--- src/rtl/apb_master_arbiter.sv ---
// -----------------------------------------------------------------------------
// apb_master_arbiter
// Shares one APB3 master port among NUM_REQ local requesters using round-robin
// arbitration. Each transfer runs IDLE -> SETUP -> ACCESS -> IDLE, and the
// completion (read data + error) is returned to the requester that won.
//
// Ports
//   PCLK, PRESET           clock (rising edge) and synchronous active-high reset
//   req_valid/req_write    per-requester request and direction (1 = write)
//   req_addr/req_wdata     packed per-requester address / write data
//   req_ready              1-cycle accept pulse to the winner (during SETUP)
//   rsp_valid              1-cycle completion pulse to the winner
//   rsp_rdata/rsp_err      response data / error, held until next completion
//   PSEL..PWDATA           APB master outputs (all registered)
//   PRDATA/PREADY/PSLVERR  APB slave inputs
//
// Optional feature
//   APB_ARB_TIMEOUT_EN     when defined, an ACCESS phase that sees PREADY=0 for
//                          TIMEOUT_CYCLES cycles is terminated with rsp_err=1
//                          and rsp_rdata=0. When undefined ACCESS waits forever.
// -----------------------------------------------------------------------------
module apb_master_arbiter #(
    parameter int NUM_REQ        = 4,
    parameter int ADDR_W         = 32,
    parameter int DATA_W         = 32,
    parameter int TIMEOUT_CYCLES = 16
) (
    input  logic                      PCLK,
    input  logic                      PRESET,
    input  logic [NUM_REQ-1:0]        req_valid,
    input  logic [NUM_REQ-1:0]        req_write,
    input  logic [NUM_REQ*ADDR_W-1:0] req_addr,
    input  logic [NUM_REQ*DATA_W-1:0] req_wdata,
    output logic [NUM_REQ-1:0]        req_ready,
    output logic [NUM_REQ-1:0]        rsp_valid,
    output logic [DATA_W-1:0]         rsp_rdata,
    output logic                      rsp_err,
    output logic                      PSEL,
    output logic                      PENABLE,
    output logic                      PWRITE,
    output logic [ADDR_W-1:0]         PADDR,
    output logic [DATA_W-1:0]         PWDATA,
    input  logic [DATA_W-1:0]         PRDATA,
    input  logic                      PREADY,
    input  logic                      PSLVERR
);

    localparam int IDX_W = $clog2(NUM_REQ);

    typedef enum logic [1:0] {
        ST_IDLE,
        ST_SETUP,
        ST_ACCESS
    } state_t;

    state_t             state, state_n;
    logic [IDX_W-1:0]   ptr, ptr_n;
    logic [IDX_W-1:0]   owner, owner_n;
    logic               grant_found;
    logic [IDX_W-1:0]   grant_idx;
    logic [IDX_W-1:0]   cand;
    logic               timeout_hit;

    logic [NUM_REQ-1:0] req_ready_n, rsp_valid_n;
    logic [DATA_W-1:0]  rsp_rdata_n;
    logic               rsp_err_n;
    logic               psel_n, penable_n, pwrite_n;
    logic [ADDR_W-1:0]  paddr_n;
    logic [DATA_W-1:0]  pwdata_n;

    logic [ADDR_W-1:0]  addr_arr  [NUM_REQ];
    logic [DATA_W-1:0]  wdata_arr [NUM_REQ];

    // Unpack the flat request buses so they can be indexed by requester number.
    for (genvar g = 0; g < NUM_REQ; g++) begin : g_unpack
        assign addr_arr[g]  = req_addr[g*ADDR_W +: ADDR_W];
        assign wdata_arr[g] = req_wdata[g*DATA_W +: DATA_W];
    end

`ifdef APB_ARB_TIMEOUT_EN
    localparam int CNT_W = $clog2(TIMEOUT_CYCLES + 1);
    logic [CNT_W-1:0] wait_cnt;

    // Counts ACCESS cycles without PREADY; held at zero outside ACCESS so it
    // starts clean on every entry. Hit fires on the TIMEOUT_CYCLES-th wait cycle.
    always_ff @(posedge PCLK) begin
        if (PRESET || state != ST_ACCESS) begin
            wait_cnt <= '0;
        end else if (!PREADY) begin
            wait_cnt <= wait_cnt + 1'b1;
        end
    end

    assign timeout_hit = (int'(wait_cnt) == TIMEOUT_CYCLES - 1);
`else
    assign timeout_hit = 1'b0;
`endif

    // Round-robin pick: first valid requester scanning upward from ptr.
    always_comb begin
        grant_found = 1'b0;
        grant_idx   = '0;
        cand        = '0;
        for (int k = 0; k < NUM_REQ; k++) begin
            cand = IDX_W'((int'(ptr) + k) % NUM_REQ);
            if (!grant_found && req_valid[cand]) begin
                grant_found = 1'b1;
                grant_idx   = cand;
            end
        end
    end

    // Next-state and next-output logic. Every output is registered, so this
    // block computes the value each output will take after the coming edge.
    always_comb begin
        state_n     = state;
        ptr_n       = ptr;
        owner_n     = owner;
        psel_n      = PSEL;
        penable_n   = PENABLE;
        pwrite_n    = PWRITE;
        paddr_n     = PADDR;
        pwdata_n    = PWDATA;
        req_ready_n = '0;
        rsp_valid_n = '0;
        rsp_rdata_n = rsp_rdata;
        rsp_err_n   = rsp_err;

        case (state)
            ST_IDLE: begin
                psel_n    = 1'b0;
                penable_n = 1'b0;
                if (grant_found) begin
                    state_n                = ST_SETUP;
                    owner_n                = grant_idx;
                    ptr_n                  = IDX_W'((int'(grant_idx) + 1) % NUM_REQ);
                    psel_n                 = 1'b1;
                    pwrite_n               = req_write[grant_idx];
                    paddr_n                = addr_arr[grant_idx];
                    pwdata_n               = wdata_arr[grant_idx];
                    req_ready_n[grant_idx] = 1'b1;
                end
            end
            ST_SETUP: begin
                state_n   = ST_ACCESS;
                penable_n = 1'b1;
            end
            ST_ACCESS: begin
                if (PREADY || timeout_hit) begin
                    state_n            = ST_IDLE;
                    psel_n             = 1'b0;
                    penable_n          = 1'b0;
                    rsp_valid_n[owner] = 1'b1;
                    if (PREADY) begin
                        rsp_rdata_n = PWRITE ? '0 : PRDATA;
                        rsp_err_n   = PSLVERR;
                    end else begin
                        rsp_rdata_n = '0;
                        rsp_err_n   = 1'b1;
                    end
                end
            end
            default: begin
                state_n   = ST_IDLE;
                psel_n    = 1'b0;
                penable_n = 1'b0;
            end
        endcase
    end

    // State and output registers; reset aborts any transfer without a response.
    always_ff @(posedge PCLK) begin
        if (PRESET) begin
            state     <= ST_IDLE;
            ptr       <= '0;
            owner     <= '0;
            PSEL      <= 1'b0;
            PENABLE   <= 1'b0;
            PWRITE    <= 1'b0;
            PADDR     <= '0;
            PWDATA    <= '0;
            req_ready <= '0;
            rsp_valid <= '0;
            rsp_rdata <= '0;
            rsp_err   <= 1'b0;
        end else begin
            state     <= state_n;
            ptr       <= ptr_n;
            owner     <= owner_n;
            PSEL      <= psel_n;
            PENABLE   <= penable_n;
            PWRITE    <= pwrite_n;
            PADDR     <= paddr_n;
            PWDATA    <= pwdata_n;
            req_ready <= req_ready_n;
            rsp_valid <= rsp_valid_n;
            rsp_rdata <= rsp_rdata_n;
            rsp_err   <= rsp_err_n;
        end
    end

endmodule

--- config.mk ---
export PLATFORM = sky130hd
export DESIGN_NAME = apb_master_arbiter
export DESIGN_NICKNAME = d
export VERILOG_FILES = /design/src/rtl/apb_master_arbiter.sv
export SDC_FILE = /design/constraint.sdc
export NUM_CORES = 1
export LEC_CHECK = 0
export BUFFER_PORTS_ARGS = -buffer_cell sky130_fd_sc_hd__buf_2
export CAP_MARGIN = 20
export CORE_AREA = 4 4 155 157
export CTS_BUF_LIST = sky130_fd_sc_hd__clkbuf_8
export DETAILED_ROUTE_END_ITERATION = 16
export DIE_AREA = 0 0 159 161
export PLACE_DENSITY = 0.63
export SLEW_MARGIN = 30
export SYNTH_ARGS = -nofsm -noshare
export SYNTH_HDL_FRONTEND = slang
export SYNTH_SLANG_ARGS = --single-unit
--- constraint.sdc ---
create_clock -name PCLK -period 2.25 [get_ports PCLK]
set_clock_uncertainty 0.1 [all_clocks]
set_input_delay 0.225 -clock PCLK [delete_from_list [all_inputs] [get_ports PCLK]]
set_output_delay 0.225 -clock PCLK [all_outputs]
set_load 0.1 [all_outputs]
==> metrics.md <==
| Metric | Value |
|---|---|
| Reg2reg start | ptr[0]$_SDFFE_PP0P_ |
| Placed cells | 1317 |
| PortBufs | 407 |
| Clock Latency Late Sink | 0.42 ns |
| Core area | between 20000 and 25000 um2 |
| Setup ws final | 0.305 ns |
| Post-CTS Setup Bufs | 0 |
| Number of synthesized flops with an enable pin | 0 |
| Crit path largest cell delay | around 0.37 ns |
| Final Setup Violations | 0 |
| Clk sink count | 114 |
| Minimum clock period | 1.94 ns |
| Routed WL | 26.6 mm |
| Hold path depth | 3 |
| HP Start | req_addr[23] |
| Part of the power in registers | 0.277 |
| Die W | 159 um |
| Worst setup SP type | flop |
| Critical path's slowest cell | nor3_4 |
| Largest cells by area after synthesis | dfxtp_1 38%, mux2i_1 11%, nor3b_1 8.4% |
| Final Hold Fails | 0 |
| Synth top cells by count | 114 x dfxtp_1, 72 x nand2_1, 67 x nor3b_1 |
| H-tree depth | 4 |
| Gate power share | 0.477 |
| Setup crit end | PADDR[1]$_SDFFE_PP0P_ |
| Worst Max-Slew Pin Slew | 0.557 ns |
| Io pins | 408 |
| YS warnings | 0 |
| CP Cell Sequence | and2b_1 -> nor3_4 -> buf_12 -> buf_12 -> nor3b_1 -> o21ai_1 -> o211ai_1 |
| FF-to-FF End | PADDR[1]$_SDFFE_PP0P_ |
| Sw Pwr | 4.08 mW |
| Ratio of cells with drive above 1 in the final layout | 0.394 |
| Bufs on Longest Clock Path | 2 |
| Unrepaired setup endpoints after global routing | false |
| Final Core Density | 0.460 |
| Seq/Total Area, Yosys | 0.382 |
| ANT nets after route | 0 |
| Starting DRT DRC Count | 495 |
| Vias per std cell | 4.88 |
| Status | finished, final reports clean |
| Synth async-reset ratio | 0 |
| Row Count | between 50 and 60 |
| TNS Setup | 0 ns |
| GRT Overall Usage | 0.201 |
| Final period utilization | 0.864 |
| CTS clk-pin slew, worst paths | 0.07 ns |
| Maximum clock frequency | 514 MHz |
| CTS tree | built |
| Net Sw Frac | 0.462 |
| Worst EP arrival | 2.14 ns |
| Relative slew slack | 0.631 |
| Reg2Reg Setup Slack | 0.31 ns |
| GRT overflow | 0 |
| Maxcap violations | 0 |
| Seq cells post-synth | 114 |
| Area growth syn-to-layout | 73.3% |
| WS Path Type | reg2reg |
| Placer Congestion | 0.805 |
| First-pass GRT wire length | 41.5 mm |
| Avg WL per Cell | roughly 18 um |
| Via count | 7299 |
| Syn_nets | 963 |
| Cell depth of the worst setup path | 7 |
| Lkg Pwr | 4.93 nW |
| Mapped Cells | 659 |
| VDD IR-drop max | roughly 350 uV |
| R2R depth | 7 |
| Number of global-route vias before repair | 7729 |
| Most frequent cell after synthesis | dfxtp_1 |
| Leading area contributor after synthesis | dfxtp_1 |
| Yosys cell types | 40 |
| Int Power | 4.75 mW |
| Drt drc | 0 |
| Mapped Area | 5980 um2 |
| Clock share of power | 0.246 |
| Initial Util | 0.266 |
| Total power | 8.83 mW |
| Req. time, crit path | 2.44 ns |
| Hold/Removal Path Class | in2reg |
| Setup crit end kind | flop |
| Die ar. | 25600 um2 |
| Largest net degree at the start of global routing | 46 |
| Crit path max-delay family | simple AND/OR/NAND/NOR gates |
| CP max FO | 41 |
| CTS root buffer | clkbuf_8 |
| Die height | 161 um |
| Fin nets | 1501 |
| Num CTS Buffers | 17 |
| Initial antenna violation count | 1 |
| Worst path bufs/invs | 2 |
| Slew Limit Fails | 0 |
| Place WS | 0.288 ns |
| CP Launch Point | ptr[0]$_SDFFE_PP0P_ |
| Power per Cell Area | 853 nW/um2 |
| Main synth FF type | dfxtp_1 |
| Most frequent CP cell | buf_12 |
| Finished Layout Cells | 1496 |
| Area share of the largest cell type after synthesis | 0.382 |
| Filler cells | between 2000 and 2500 |
| DR pass1 iterations | 5 |
| Syn Area/Cell | between 9 and 10 um2 |
| Final HPWL from detailed placement | 18.3 mm |
-- registers in the layout, summed over array words and instances, names as in the netlist, 2 cells and up --
name / cells
ptr: 2
rsp_valid: 4
rsp_rdata: 32
PWDATA: 32
owner: 2
state: 2
req_ready: 4
PADDR: 32
-- power by group through the flow --
| stage | logic, mW | clock network, mW | registers, mW |
|---|---|---|---|
| floorplan | 1.17 | 0 | 4.35 |
| global placement | 4.01 | 0 | 2.48 |
| detailed placement | 4.02 | 0 | 2.49 |
| CTS | 4.22 | 2.26 | 2.45 |
| global route | 4.44 | 2.34 | 2.48 |
| finish | 4.22 | 2.17 | 2.45 |
-- through the flow --
stage               hold slack (ns)  cell area [um2]
CTS                        0.000126            10300
global route               0.000597            10400
global placement              0.337             8460
finish                       0.0286            10400
floorplan                     0.251             5980
detailed placement            0.338             8460
-- logic make-up after synthesis --
family | synth area share
adders and majority gates | 0.00837
DFF | 0.382
buffers and inverters | 0.0565
and+or+nand+nor | 0.161
AOI/OAI and AO/OA | 0.282
muxes | 0.111
-- layout by cell type (no fill, tap or decap), types with 7 or more instances in the layout --
master / n
buf_2: 407
dlygate4sd3_1: 146
dfxtp_1: 114
nand2_1: 71
nor3b_1: 67
mux2i_1: 66
o21a_1: 65
o211ai_1: 64
o21ai_1: 49
a22o_1: 32
clkbuf_8: 18
o21ai_0: 17
buf_4: 16
buf_12: 13
a21oi_1: 7
-- worst reg2reg max path, delay by kind of cell (launching register included) --
family / cells / cell delay [ns]
AO/OA/AOI/OAI: 2 / 0.23
buffers and inverters: 2 / 0.46
flip-flops: 1 / 0.34
AND/OR/NAND/NOR: 3 / 0.68
-- area by class of cell --
class / count / area (um2) / share of cell area
multi-input cells: 478 / 3390 / 0.327
clock inverters: 14 / 189 / 0.0182
clock buffers: 18 / 248 / 0.0239
well taps: 285 / 357 / 0.0344
inverters: 4 / 15.0 / 0.00145
repair buffers: 582 / 3880 / 0.374
flip-flops and latches: 114 / 2280 / 0.220
diodes: 1 / 2.50 / 0.000242
-- routing by layer --
layer | part of all wire | GRT usage | wire length [um]
met1 | 0.40 | 0.222 | 10600
met2 | 0.49 | 0.354 | 13100
met3 | 0.076 | 0.0697 | 2020
met4 | 0.033 | 0.0860 | 864
met5 | 0 | 0 | 0
-- timing repair --
item                                    CTS  global route
gates resized for setup                   0             0
endpoints found under the hold margin    88             2
hold buffers                            144             2
endpoints found under the setup margin    0             0
-- worst min path at each step --
stage and endpoint:
6_report PADDR[23]$_SDFFE_PP0P_, 5_1_grt PWDATA[25]$_SDFFE_PP0P_, 4_1_cts PADDR[19]$_SDFFE_PP0P_, 3_5_place_dp rsp_rdata[17]$_SDFFE_PP0P_, 3_3_place_gp PSEL$_SDFFE_PP0P_, 2_1_floorplan rsp_rdata[0]$_SDFFE_PP0P_
(Power assumes the default switching activity.)
